File: src/rtl/list_summary_pkg.sv
// Shared types for the linked-list summariser: pointer width, record layout, collector states.
package list_summary_pkg;

  localparam int n     = 16;
  localparam int Width = $clog2(n);
  localparam int LenW  = Width + 1;

  typedef logic [Width-1:0] Pointer;

  typedef struct packed {
    Pointer            head;
    Pointer            tail;
    logic [LenW-1:0]   len;
    Pointer            csum;
    logic              loop;
  } ListSummary;

  typedef enum logic {
    IDLE    = 1'b0,
    COLLECT = 1'b1
  } state_t;

endpackage

File: src/rtl/summary_fifo.sv
// Depth-entry FIFO of ListSummary records; push_rdy stays high when full if a pop frees a slot the same cycle.
// Head record is visible combinationally on pop_dat and reads as zero while empty.
module summary_fifo
  import list_summary_pkg::*;
#(
  parameter int Depth = 4
) (
  input  logic       clk,
  input  logic       rst,
  input  logic       push_vld,
  input  ListSummary push_dat,
  output logic       push_rdy,
  output logic       pop_vld,
  output ListSummary pop_dat,
  input  logic       pop_rdy
);

  localparam int AW = $clog2(Depth);

  ListSummary     mem [Depth];
  logic [AW-1:0]  wr_ptr;
  logic [AW-1:0]  rd_ptr;
  logic [AW:0]    count;
  logic           push;
  logic           pop;

  assign pop_vld  = (count != '0);
  assign pop      = pop_vld && pop_rdy;
  assign push_rdy = (count != (AW+1)'(Depth)) || pop;
  assign push     = push_vld && push_rdy;
  assign pop_dat  = pop_vld ? mem[rd_ptr] : '0;

  // Power-of-two depth lets the pointers wrap by plain overflow.
  always_ff @(posedge clk or negedge rst) begin
    if (!rst) begin
      wr_ptr <= '0;
      rd_ptr <= '0;
      count  <= '0;
    end else begin
      if (push) wr_ptr <= wr_ptr + 1'b1;
      if (pop)  rd_ptr <= rd_ptr + 1'b1;
      case ({push, pop})
        2'b10:   count <= count + 1'b1;
        2'b01:   count <= count - 1'b1;
        default: count <= count;
      endcase
    end
  end

  always_ff @(posedge clk) begin
    if (push) mem[wr_ptr] <= push_dat;
  end

endmodule

File: src/rtl/list_summary.sv
// Collects runs of non-null pointers into {head,tail,len,csum,loop} records and queues them for the consumer.
// Records drop (counted, sticky overflow) when the queue is full and not draining.
module list_summary
  import list_summary_pkg::*;
#(
  parameter int n     = list_summary_pkg::n,
  parameter int Depth = 4
) (
  input  logic             clk,
  input  logic             rst,
  input  logic [Width-1:0] in_ptr,
  input  logic             in_ptr_vld,
  output logic [Width-1:0] out_head,
  output logic [Width-1:0] out_tail,
  output logic [LenW-1:0]  out_len,
  output logic [Width-1:0] out_csum,
  output logic             out_loop,
  output logic             out_vld,
  input  logic             out_rdy,
  output logic             overflow,
  output logic [7:0]       drop_cnt
);

  state_t          state;
  Pointer          head;
  Pointer          tail;
  Pointer          csum;
  logic [LenW-1:0] len;
  logic            loop;

  logic       elem;
  logic       push_vld;
  logic       push_rdy;
  ListSummary push_dat;
  ListSummary pop_dat;

  // A null pointer counts as a gap even when flagged valid.
  assign elem     = in_ptr_vld && (in_ptr != '0);
  assign push_vld = (state == COLLECT) && !elem;
  assign push_dat = '{head: head, tail: tail, len: len, csum: csum, loop: loop};

  always_ff @(posedge clk or negedge rst) begin
    if (!rst) begin
      state <= IDLE;
      head  <= '0;
      tail  <= '0;
      csum  <= '0;
      len   <= '0;
      loop  <= 1'b0;
    end else begin
      case (state)
        IDLE: begin
          if (elem) begin
            head  <= in_ptr;
            tail  <= in_ptr;
            csum  <= in_ptr;
            len   <= LenW'(1);
            loop  <= 1'b0;
            state <= COLLECT;
          end
        end
        COLLECT: begin
          if (elem) begin
            tail <= in_ptr;
            csum <= csum ^ in_ptr;
            // Length pins at n; hitting it marks the list as a suspected cycle.
            if (len != LenW'(n)) begin
              len <= len + 1'b1;
              if (len == LenW'(n - 1)) loop <= 1'b1;
            end
          end else begin
            loop  <= 1'b0;
            state <= IDLE;
          end
        end
        default: state <= IDLE;
      endcase
    end
  end

  always_ff @(posedge clk or negedge rst) begin
    if (!rst) begin
      overflow <= 1'b0;
      drop_cnt <= '0;
    end else if (push_vld && !push_rdy) begin
      overflow <= 1'b1;
      if (drop_cnt != 8'hFF) drop_cnt <= drop_cnt + 1'b1;
    end
  end

  summary_fifo #(.Depth(Depth)) u_fifo (
    .clk      (clk),
    .rst      (rst),
    .push_vld (push_vld),
    .push_dat (push_dat),
    .push_rdy (push_rdy),
    .pop_vld  (out_vld),
    .pop_dat  (pop_dat),
    .pop_rdy  (out_rdy)
  );

  assign out_head = pop_dat.head;
  assign out_tail = pop_dat.tail;
  assign out_len  = pop_dat.len;
  assign out_csum = pop_dat.csum;
  assign out_loop = pop_dat.loop;

endmodule

File: config.mk
export PLATFORM = sky130hd
export DESIGN_NAME = list_summary
export DESIGN_NICKNAME = d
export VERILOG_FILES = /design/src/rtl/list_summary_pkg.sv /design/src/rtl/summary_fifo.sv /design/src/rtl/list_summary.sv
export SDC_FILE = /design/constraint.sdc
export NUM_CORES = 1
export LEC_CHECK = 0
export BUFFER_PORTS_ARGS = -buffer_cell sky130_fd_sc_hd__buf_2
export CAP_MARGIN = 0
export CELL_PAD_IN_SITES_DETAIL_PLACEMENT = 1
export CELL_PAD_IN_SITES_GLOBAL_PLACEMENT = 1
export CORE_ASPECT_RATIO = 0.75
export CORE_MARGIN = 2
export CORE_UTILIZATION = 40
export CTS_CLUSTER_DIAMETER = 80
export CTS_CLUSTER_SIZE = 40
export DETAILED_ROUTE_END_ITERATION = 6
export PLACE_DENSITY = 0.66
export SYNTH_ARGS = -nofsm -noshare
export SYNTH_HDL_FRONTEND = slang
export SYNTH_SLANG_ARGS = --single-unit
File: constraint.sdc
create_clock -name clk -period 4.8 [get_ports clk]
set_input_delay 0.48 -clock clk [delete_from_list [all_inputs] [get_ports clk]]
set_output_delay 0.48 -clock clk [all_outputs]
set_load 0.05 [all_outputs]
## After elaboration in Yosys (flattened, before gate mapping)

Memories as Yosys holds them, arrays and structs flattened.
Cells that the tools add are included.

| operators by class | value |
|---|---|
| add/subtract/negate cells | 6 |
| multipliers | 0 |
| div/mod/pow operators | 0 |
| magnitude comparators | 0 |
| equality and inequality tests | 11 |
| shift operators | 0 |
| mux-type cells | 17 |
| bitwise gates (word level) | 2 |
| reduce and logical (&&, ||, !) cells | 16 |

Operators with widths:

| kind | number |
|---|---|
| 18-bit 2-to-1 mux | 1 |
| 5-bit 2-to-1 mux | 3 |
| 5-bit one-hot mux with 2 select lines | 1 |
| 8-bit by 1-bit adder with 8-bit output, second input constant | 1 |
| 4-bit 2-to-1 mux | 2 |
| 8-bit != test, second input constant | 1 |
| 4-bit one-hot mux with 2 select lines | 1 |
| 1-bit 2-to-1 mux | 7 |
| 3-bit by 2-bit != test with 1-bit output, second input constant | 2 |
| 3-bit one-hot mux with 2 select lines | 1 |
| 2-bit AND reduction | 3 |
| 3-bit AND reduction | 2 |
| 5-bit by 1-bit adder with 5-bit output, second input constant | 1 |
| 5-bit by 4-bit == test with 1-bit output, second input constant | 1 |
| 1-bit logical AND | 5 |
| 5-bit != test, second input constant | 1 |
| 2-bit by 1-bit adder with 2-bit output, second input constant | 2 |
| 2-bit by 1-bit != test with 1-bit output, second input constant | 2 |
| 4-bit nonzero test | 1 |
| 4-bit bitwise XOR | 1 |
| 3-bit by 1-bit adder with 3-bit output, second input constant | 1 |
| 3-bit != test, second input constant | 1 |
| 3-bit nonzero test | 1 |
| 3-bit by 1-bit subtractor with 3-bit output, second input constant | 1 |
| 8 further kinds | 9 |

| word-level totals | value |
|---|---|
| bits in registers | 35 |
| latch bits | 0 |
| RAM bits | 72 |
| ROM bits | 0 |
| logic and storage cells | 64 |
| memories kept | 1 |

Memories:

| name | depth | width | rd ports | clocked after memory_dff | write ports | line | text |
|---|---|---|---|---|---|---|---|
| u_fifo.mem | 4 | 18 | 1 | 0 | 1 | summary_fifo.sv:20 | `ListSummary mem [Depth];` |

## Depth between registers and ports, before layout

| depth | value |
|---|---|
| depth in word-level cells | 7 |
| depth in mapped cells | 10 |
| mapped depth without buffers | 10 |

## Modules after synthesis

A second synthesis with hierarchy kept.

| second synthesis, totals | value |
|---|---|
| cell total of the unflattened synthesis | 292 |
| area total of the unflattened synthesis | 4,543.1 µm² |

By module, submodules not included:

| module | instances | cells each | area an instance (µm²) | seq. area each (µm²) |
|---|---|---|---|---|
| summary_fifo | 1 | 165 | 3,219.3 | 2,337.2 |
| list_summary | 1 | 127 | 1,323.8 | 700.7 |

## Worst setup path before layout

OpenSTA, ideal clock, no wires.

| path | value |
|---|---|
| path type | input to register |
| start point | input port in_ptr[0] |
| end point | register u_fifo.count[1] |
| setup time | 0.083 ns |
| arrival | 2.162 ns |
| required time | 4.717 ns |
| slack | 2.555 ns |
| stages | 8 |
| path buffers | 0 |
| cells stage by stage | o41ai_4 -> nand2_1 -> nor2_2 -> inv_1 -> ha_1 -> inv_1 -> fa_1 -> o21ai_0 |

| between the ends | value |
|---|---|
| word-level cells in the longest chain between the ends | 7 |
| elaborated cells on any way between the ends | 9 |

RTL lines:

| element | line | text |
|---|---|---|
| from (decl) | list_summary.sv:11 | `input logic [Width-1:0] in_ptr,` |
| 4-bit nonzero test (*) | list_summary.sv:38 | `assign elem = in_ptr_vld && (in_ptr != '0);` |
| 1-bit logical AND (*) | list_summary.sv:38 |  |
| 1-bit zero test (*) | list_summary.sv:39 | `assign push_vld = (state == COLLECT) && !elem;` |
| 1-bit logical AND (*) | list_summary.sv:39 |  |
| 1-bit logical AND (*) | summary_fifo.sv:30 | `assign push = push_vld && push_rdy;` |
| 2-bit by 1-bit == test with 1-bit output or 2-bit == test (tied branches) | summary_fifo.sv:42 | `case ({push, pop})` |
| 3-bit one-hot mux with 2 select lines or 2-bit nonzero test (tied branches) | -- |  |
| to (signal assigned) | summary_fifo.sv:43 | `2'b10: count <= count + 1'b1;` |
| to (signal assigned) | summary_fifo.sv:44 | `2'b01: count <= count - 1'b1;` |
| to (signal assigned) | summary_fifo.sv:45 | `default: count <= count;` |
| to (decl) | summary_fifo.sv:23 | `logic [AW:0] count;` |

Mark *: on every way between the ends. The rest lies on a longest branch, timed or not.
A chain may end at the register's enable or synchronous reset.

## Worst setup path in the final report

| path | value |
|---|---|
| start point | register u_fifo.rd_ptr[1] |
| end point | output port out_tail[2] |

| between the ends | value |
|---|---|
| word-level cells in the longest chain between the ends | 2 |

RTL lines:

| element | line | text |
|---|---|---|
| from (decl) | summary_fifo.sv:22 | `logic [AW-1:0] rd_ptr;` |
| from (signal assigned) | summary_fifo.sv:41 | `if (pop) rd_ptr <= rd_ptr + 1'b1;` |
| memory read 4 x 18 bit | -- |  |
| 18-bit 2-to-1 mux | summary_fifo.sv:31 | `assign pop_dat = pop_vld ? mem[rd_ptr] : '0;` |
| to (decl) | list_summary.sv:14 | `output logic [Width-1:0] out_tail,` |

Every way passes these cells.

==> summary.md <==
| Metric | Value |
|---|---|
| Family with the most delay on the worst path | `flip-flops` |
| Final hold slack | `0.2239 ns` |
| Post-CTS resize count | `0` |
| Finished Cell Area | `5057 um^2` |
| Slew HR | `34.36%` |
| P_leak | `1.946 nW` |
| Mapped Cells | `274` |
| Io pins | `36` |
| Synthesized area per cell | `16.15 um^2` |
| Yosys warns | `0` |
| Hold buffers post-CTS | `0` |
| Area delta synth->final | `14.28%` |
| Sw frac | `38.13%` |
| Vias per cell | `5.138` |
| Post-DP HPWL | `5246 um` |
| Vias post-DR | `2353` |
| Bufs and invs on worst path | `1` |
| Slew Viols, Final | `0` |
| Area contributors post-synth | `edfxtp_1 (49%), dfrtp_1 (20%), mux4_2 (9.2%)` |
| Period utilization | `54.32%` |
| Total GRT Usage | `15.19%` |
| Post-synth top flop | `edfxtp_1` |
| CTS tree | `yes` |
| CTS H-Tree Depth | `3` |
| Post-synth ARST share | `32.71%` |
| First-pass GRT wire length | `13410 um` |
| Max Cap Viol | `0` |
| Antenna violations before repair | `0` |
| Clk sinks | `107` |
| Arrival time at the worst endpoint | `2.13 ns` |
| Detailed-router iteration count before antenna repair | `4` |
| Setup Skew | `0.007288 ns` |
| Rows | `33` |
| Worst path cell trace | `mux4_2 > and2_1 > buf_2` |
| Initial drt markers | `101` |
| WL final | `8101 um` |
| Required time of the critical path | `4.32 ns` |
| Clk_lat worst skew | `0.34 ns` |
| CP endpoint kind | `primary output` |
| CP max stage delay | `0.96 ns` |
| Psw | `1.213 mW` |
| Post-CTS Setup Inserts | `0` |
| Min Tclk post-route | `2.607 ns` |
| Post-synth design cell area | `4425 um^2` |
| CTS Root Cell | `clkbuf_16` |
| RSZ-0062 raised after global routing | `false` |
| Hold Path Class | `input pin to async pin` |
| Area post-placement | `4755 um^2` |
| Sequential Power Share | `40.5%` |
| Top-area cell type share of the netlist area | `48.85%` |
| Crit-path slowest cell | `dfrtp_1` |
| Power per cell area | `629.0 nW/um^2` |
| Combinational power share | `36.3%` |
| Max Root-Sink Buffers | `2` |
| CTS buffer count | `9` |
| Worst-Margin Slew | `0.9845 ns` |
| I/O Buffers | `35` |
| Seq/Total Area, Yosys | `68.65%` |
| Share of layout cells above drive strength 1 | `25.47%` |
| Wire per inst | `17.69 um` |
| Final setup viols | `0` |
| Hold Violations, Final | `0` |
| Internal power | `1.968 mW` |
| Initial core utilization | `40.75%` |
| Crit start category | `flop` |
| Worst-path clk slew | `0.07 ns` |
| Gr ovfl total | `0` |
| Vias in the first global route | `2481` |
| Setup ws final | `2.193 ns` |
| DP Worst Slack | `1.960 ns` |
| Seq cells post-synth | `107` |
| Die height | `95.09 um` |
| Setup Total Neg Slack | `0 ns` |
| VDD IR max | `0.3763 mV` |
| ANT cells | `0` |
| CP max FO | `19` |
| Gp weighted congestion | `0.7137` |
| Post-synth EDFFs | `72` |
| Crit Path Category | `flop to primary output` |
| Clk network pwr share | `23.3%` |
| DRC errors left | `0` |
| Post-route antenna net violation count | `0` |
| Core Area | `10860 um^2` |
| Nets | `331` |
| Post-Syn Nets | `292` |
| Power, Total | `3.181 mW` |
| Library cells used by synthesis | `36` |
| Die Area | `11930 um^2` |
| Synth area leader | `edfxtp_1` |
| Die width | `125.5 um` |
| Status | `finished, final reports clean` |
| Fmax | `0.3835 GHz` |
| Largest net degree at the start of global routing | `36` |
[area by class of cell]
| class | count | area (um^2) |
|---|---|---|
| sequential | 107 | 3038 |
| tap | 140 | 175.2 |
| inverter | 11 | 41.29 |
| clock buffer | 12 | 246.5 |
| clock inverter | 4 | 56.30 |
| multi-input combinational | 147 | 1310 |
| timing repair buffer | 37 | 190.2 |
| fill | 1100 | 5802 |
[stage by stage]
step / cells / util (%)
2_1_floorplan: 274 / -
3_3_place_gp: 442 / 43.78
3_5_place_dp: 442 / 43.78
4_1_cts: 458 / 46.57
5_1_grt: 458 / 46.57
6_report: 458 / 46.57
[worst reg2reg max path: cells and delay by family, from the launching register on]
| kind | cells | cell delay (ns) |
|---|---|---|
| flip-flops | 1 | 0.43 |
| XOR/XNOR | 2 | 0.30 |
| AND/OR/NAND/NOR | 3 | 0.95 |
| buffers and inverters | 1 | 0.06 |
| adder cells (fa/ha/maj) | 2 | 0.57 |
[power by group through the flow]
| stage | clock (mW) | combinational [mW] | sequential (mW) |
|---|---|---|---|
| final | 0.740 | 1.15 | 1.29 |
| after global routing | 0.792 | 1.25 | 1.31 |
| after CTS | 0.764 | 1.18 | 1.29 |
| after detailed placement | 0 | 1.18 | 1.31 |
| after global placement | 0 | 1.16 | 1.30 |
| after floorplan | 0 | 0.910 | 1.29 |
[cell usage in the layout (no fill, tap or decap), types with 5 or more instances in the layout]
cell type,instances
dfrtp_1,35
edfxtp_1,72
xor2_1,8
clkbuf_16,9
nor2_1,7
nand3_1,7
inv_1,10
a21oi_1,5
buf_2,35
o21ai_0,5
mux4_2,18
ha_1,9
o22ai_1,6
nand2_1,24
and2_1,23
mux2_2,6
[final timing paths]
kind                       cells after the start              from  slack (ns)                to
max in group asynchronous                      1               rst        4.05            len[4]
hold / removal                                 1               rst        0.22  u_fifo.rd_ptr[1]
setup / recovery                               3  u_fifo.rd_ptr[1]        2.19       out_tail[2]
min in group clk                               3         in_ptr[1]        0.42           tail[1]
setup reg to reg                               8   u_fifo.count[0]        2.41   u_fifo.count[2]
hold reg to reg                                1          overflow        0.46          overflow
[flip-flops by register name, indices dropped and copies added, names as in the netlist]
register and flops:
u_fifo.rd_ptr 2, overflow 1, drop_cnt 8, loop 1
csum 4, u_fifo.wr_ptr 2, u_fifo.count 3, state 1
tail 4, head 4, len 5, u_fifo.mem 72
[synthesized netlist by cell type, types with 6 or more instances]
| master | number |
|---|---|
| xor2_1 | 8 |
| nand3_1 | 7 |
| clkbuf_1 | 7 |
| mux2_2 | 6 |
| dfrtp_1 | 35 |
| nand2_1 | 24 |
| mux4_2 | 18 |
| edfxtp_1 | 72 |
| o22ai_1 | 6 |
| nor2_1 | 7 |
| and2_1 | 23 |
| ha_1 | 9 |
| inv_1 | 10 |
[layer usage]
layer	wire, um	part of all wire (%)	up-vias	global-route usage (%)
li1	-	-	1100	-
met1	3747	46	1201	19.81
met2	3947	49	40	24.73
met3	288	3.6	12	4.433
met4	117	1.4	0	5.278
met5	0	0	-	0
[logic make-up (layout without fill, tap and decap cells)]
kind of cell / count (synthesis) / count (layout) / share of synthesized area (%)
buf+inv: 20 / 64 / 1.753
mux: 25 / 25 / 10.94
flops: 107 / 107 / 68.65
fa+ha+maj: 10 / 10 / 2.997
compound gates: 24 / 24 / 3.874
simple gates: 77 / 77 / 9.613
xor+xnor: 11 / 11 / 2.177
No activity file was read; power rests on OpenSTA's default activity.
